$ cat src/rtl/imem_loader_ctl.sv
// imem_loader_ctl: receives a count/words/checksum byte frame from the UART and writes it into instruction memory
module imem_loader_ctl #(
  parameter int ADDR_W = 8,
  parameter int TIMEOUT_CYCLES = 1_000_000
) (
  input  logic              CLK,
  input  logic              CPU_RESETN,
  input  logic [7:0]        rx_data,
  input  logic              rx_valid,
  input  logic              reload,
  output logic [ADDR_W-1:0] imem_waddr,
  output logic [15:0]       imem_wdata,
  output logic              imem_we,
  output logic              load_done,
  output logic              load_error,
  output logic [ADDR_W:0]   words_loaded
);
  localparam int TW = $clog2(TIMEOUT_CYCLES + 1);
  typedef enum logic [2:0] {IDLE, GET_HI, GET_LO, GET_CSUM, DONE} state_t;
  state_t state;
  logic [ADDR_W:0] n;
  logic [ADDR_W:0] next_words;
  logic [7:0] csum;
  logic [7:0] hi;
  logic [TW-1:0] tmo;
  logic busy;
  logic tmo_hit;
  assign next_words = words_loaded + 1'b1;
  assign busy = (state == GET_HI) || (state == GET_LO) || (state == GET_CSUM);
  assign tmo_hit = tmo == TW'(TIMEOUT_CYCLES - 1);
  always_ff @(posedge CLK) begin
    if (!CPU_RESETN) begin
      state <= IDLE;
      n <= '0;
      csum <= '0;
      hi <= '0;
      tmo <= '0;
      imem_waddr <= '0;
      imem_wdata <= '0;
      imem_we <= 1'b0;
      load_done <= 1'b0;
      load_error <= 1'b0;
      words_loaded <= '0;
    end else begin
      imem_we <= 1'b0;
      if (reload) begin
        state <= IDLE;
        load_done <= 1'b0;
        tmo <= '0;
      end else if (busy && !rx_valid) begin
        // an arriving byte in the terminal cycle takes the rx_valid branch instead
        if (tmo_hit) begin
          state <= IDLE;
          load_error <= 1'b1;
          tmo <= '0;
        end else begin
          tmo <= tmo + 1'b1;
        end
      end else if (rx_valid) begin
        tmo <= '0;
        case (state)
          IDLE: begin
            n <= (rx_data == 8'd0) ? {1'b1, {ADDR_W{1'b0}}} : (ADDR_W+1)'(rx_data);
            csum <= rx_data;
            words_loaded <= '0;
            load_error <= 1'b0;
            state <= GET_HI;
          end
          GET_HI: begin
            hi <= rx_data;
            csum <= csum ^ rx_data;
            state <= GET_LO;
          end
          GET_LO: begin
            csum <= csum ^ rx_data;
            imem_wdata <= {hi, rx_data};
            imem_waddr <= words_loaded[ADDR_W-1:0];
            imem_we <= 1'b1;
            words_loaded <= next_words;
            state <= (next_words == n) ? GET_CSUM : GET_HI;
          end
          GET_CSUM: begin
            if (rx_data == csum) begin
              load_done <= 1'b1;
              state <= DONE;
            end else begin
              load_error <= 1'b1;
              state <= IDLE;
            end
          end
          default: ;
        endcase
      end
    end
  end
endmodule
$ cat config.mk
export PLATFORM = sky130hd
export DESIGN_NAME = imem_loader_ctl
export DESIGN_NICKNAME = d
export VERILOG_FILES = /design/src/rtl/imem_loader_ctl.sv
export SDC_FILE = /design/constraint.sdc
export NUM_CORES = 1
export LEC_CHECK = 0
export BUFFER_PORTS_ARGS = -buffer_cell sky130_fd_sc_hd__buf_2
export CORE_MARGIN = 1.5
export CORE_UTILIZATION = 55
export DETAILED_ROUTE_END_ITERATION = 6
export PLACE_DENSITY = 0.75
export SLEW_MARGIN = 20
export SYNTH_ARGS = -nofsm -noshare
export SYNTH_HDL_FRONTEND = slang
export SYNTH_SLANG_ARGS = --single-unit
$ cat constraint.sdc
create_clock -name CLK -period 5.2 [get_ports CLK]
set_input_delay 0.78 -clock CLK [delete_from_list [all_inputs] [get_ports CLK]]
set_output_delay 0.78 -clock CLK [all_outputs]
set_load 0.01 [all_outputs]
==> summary.md <==
| Metric | Value |
|---|---|
| Global-route wire length before repair | `14,400 um` |
| Signal arrival time at the worst endpoint | `2.73 ns` |
| Hold bufs inserted after CTS | `0` |
| Element type at the critical path end | `flop` |
| Final cycle utilization of the critical path | `47.1%` |
| Max capacitance violation total | `0` |
| Fraction of registers with async set or reset after synthesis | `0%` |
| Unrepaired setup endpoints after global routing | `false` |
| Largest net degree at the start of global routing | `58` |
| Overall routed net length | `8720 um` |
| Gr ovfl total | `0` |
| Final count of negative-setup-slack endpoints | `0` |
| Multiplexer share of the synthesized area | `2.77%` |
| Clock tree root driver cell | `clkbuf_8` |
| Fraction of post-synthesis cell area in the top cell type by area | `42.3%` |
| H-tree Lvls | `3` |
| Arithmetic-cell share of the synthesized area counting full adders, half adders and majority gates | `0.630%` |
| Layout Skew | `0.0199 ns` |
| # diodes | `0` |
| Max FO, Critical Path | `57` |
| Total count of max-transition violations in the final report | `0` |
| Synth area leaders | `dfxtp_1 (42%), nand2_1 (10%), a21boi_1 (3.8%), xnor2_1 (3.5%), xor2_1 (3.5%)` |
| Startpoint class of the critical path | `primary input` |
| Outcome | `finished, final reports clean` |
| Power Dens Cells | `274 mW/mm2` |
| Die footprint | `0.00775 mm2` |
| Leading cell types in the layout, fill and taps excluded | `nand2_1 (109), dfxtp_1 (84), buf_2 (47)` |
| Post-Syn Nets | `489` |
| Synth Register Bits | `84` |
| CTS sink cnt | `84` |
| Worst skew pair latency | `0.36 ns` |
| Number of DRC violations after detailed routing | `0` |
| Critical-path cell with the highest stage delay | `buf_2` |
| Transition at the pin with the smallest max-transition slack | `0.907 ns` |
| CTS tree | `done` |
| EDFF count, synth | `0` |
| Cell Rows | `30` |
| Post-detailed-placement half-perimeter wirelength | `6010 um` |
| Number of DRC violations after detailed-routing iteration 0 | `157` |
| Dominant cell type by area after synthesis | `dfxtp_1` |
| Remaining number of nets flagged by the antenna check after routing | `0` |
| Routed wire length per instance | `14.2 um` |
| Post-Syn Area per Cell | `8.37 um2` |
| Reg clk slew, reported paths | `0.10 ns` |
| Post-synthesis share of cell area spent on and, or, nand and nor gates | `27.0%` |
| Worst path bufs/invs | `1` |
| Maximum vdd drop | `142 uV` |
| Static leakage power | `1.69 nW` |
| CP peak stage delay | `0.61 ns` |
| Post-Synthesis Cells | `475` |
| Accumulated negative setup slack | `0 ns` |
| Count of endpoints failing hold in the final timing report | `0` |
| Core box area | `0.00691 mm2` |
| Die width | `88.0 um` |
| Effective utilization at floorplan | `57.6%` |
| GP Congestion | `0.853` |
| Synthesized area | `0.00398 mm2` |
| P&R area growth vs syn | `10.7%` |
| Critical path data required time | `5.48 ns` |
| Boundary pin count | `48` |
| Dominant combinational cell family by area after synthesis | `simple AND/OR/NAND/NOR gates` |
| Max clock buf depth | `2` |
| Instance area after placement | `0.00420 mm2` |
| Worst hold path type | `flop to flop` |
| Number of antenna violations at the first check in global routing | `0` |
| Via count | `3,386` |
| Length of the first detailed-routing pass in iterations | `4` |
| Post CTS Setup Buffer Count | `0` |
| Ordered list of cells on the worst path | `buf_2 -> nor2b_1 -> nand2_1 -> nor2_1 -> a21oi_1 -> mux2i_1` |
| Finished layout cell area | `0.00440 mm2` |
| Filler Cells Inserted | `633` |
| Cell variety after synth | `57` |
| Fraction of layout instances using a drive strength above 1 | `13.8%` |
| Vias in the first global route | `3,081` |
| Overall power after layout | `1.21 mW` |
| Area share of xor/xnor cells in the synthesized design | `7.05%` |
| Fraction of the mapped netlist area in compound gates | `16.0%` |
| Most common cell after layout, fill and taps aside | `nand2_1` |
| Kind of cell adding the most delay to the critical path | `simple AND/OR/NAND/NOR gates` |
| Main synth FF type | `dfxtp_1` |
| Share of synthesized area occupied by flip-flops and latches | `42.3%` |
| Maximum clock frequency | `0.408 GHz` |
| Clock period minus final worst setup slack | `2.45 ns` |
| Net count reported at finish | `525` |
| Count of buffers inserted at the top-level ports | `47` |
| Height of the die | `88.0 um` |
| Via density | `5.53` |
| Global Route Usage Sum | `23.7%` |
| Num CTS Buffers | `9` |
| Critical path class | `primary input to flop` |
| Count of cells resized by post-cts repair | `0` |
| Worst slew margin | `39.5%` |
| Number of warnings reported in the yosys synthesis log | `0` |
| Hold WS | `0.452 ns` |
## cells in the mapped netlist, types with 2 or more instances
library cell  number
a22o_1             5
nand3_1           21
a31oi_1            5
buf_6              5
inv_1              8
a21oi_1           21
o22ai_1            4
and3_1             7
dfxtp_1           84
nor3_1             4
nor2b_1           12
o31ai_1            2
xnor2_1           16
nand2_1          109
clkbuf_1           9
xor2_1            16
nand2b_1           8
o21ai_0            9
a21boi_0          13
nor4_1             8
ha_1               2
nor2_2             2
and2_1            12
nor2_1            16
mux2i_1           11
buf_2              8
nor3b_1            2
nand4_1            8
a21boi_1          20
## final cells by class
type,count,area [um2],share of cell area [%]
Inverter,9,33.8,0.768
Multi-Input combinational cell,359,2120,48.3
Sequential cell,84,1680,38.2
Timing Repair Buffer,48,243,5.52
Clock inverter,6,70.1,1.59
Clock buffer,10,128,2.90
Tap cell,96,120,2.73
## routing by layer
layer  global-route usage (%)  wire length [um]
met5                        0                 0
met2                     38.9              4220
met1                     31.8              4080
met3                     3.58               307
met4                     8.24               107
## through the flow
step / cells / setup slack, ns / util, %
global placement: 596 / 2.43 / 60.9
floorplan: 475 / 3.11 / -
finish: 612 / 2.75 / 63.7
CTS: 612 / 2.73 / 63.7
detailed placement: 596 / 2.38 / 60.9
global route: 612 / 2.46 / 63.7
## registers in the layout, summed over array words and instances, names as in the netlist
| register | flops |
|---|---|
| tmo | 20 |
| imem_wdata | 16 |
| n | 9 |
| words_loaded | 9 |
| csum | 8 |
| hi | 8 |
| imem_waddr | 8 |
| state | 3 |
| imem_we | 1 |
| load_done | 1 |
| load_error | 1 |
## power by group
group	switching (mW)	internal, mW	total [mW]
logic	0.0430	0.0299	0.0729
clock network	0.251	0.226	0.476
registers	0.00692	0.651	0.658
total	0.301	0.907	1.21
## worst paths after layout
path / end / from / slack (ns) / depth (start not counted)
max: tmo[11]$_SDFFE_PP0P_ / CPU_RESETN / 2.75 / 6
min: imem_wdata[10]$_SDFFE_PN0P_ / hi[2]$_SDFFE_PN0P_ / 0.45 / 2
max reg2reg: imem_wdata[4]$_SDFFE_PN0P_ / state[0]$_SDFFE_PP0P_ / 2.95 / 4
min reg2reg: imem_wdata[10]$_SDFFE_PN0P_ / hi[2]$_SDFFE_PN0P_ / 0.45 / 2
## tightest hold or removal path: cells and delay by family, from the launching register on
kind / cells / cell delay (ns)
flops: 1 / 0.32
simple gates: 1 / 0.05
compound gates: 1 / 0.05
## cell families after synthesis
| group | Yosys count |
|---|---|
| compound gates | 93 |
| xor+xnor | 32 |
| fa+ha+maj | 2 |
| buf+inv | 32 |
| flops | 84 |
| mux | 11 |
| simple gates | 221 |
Note: power is estimated with default switching activity, not from simulation.
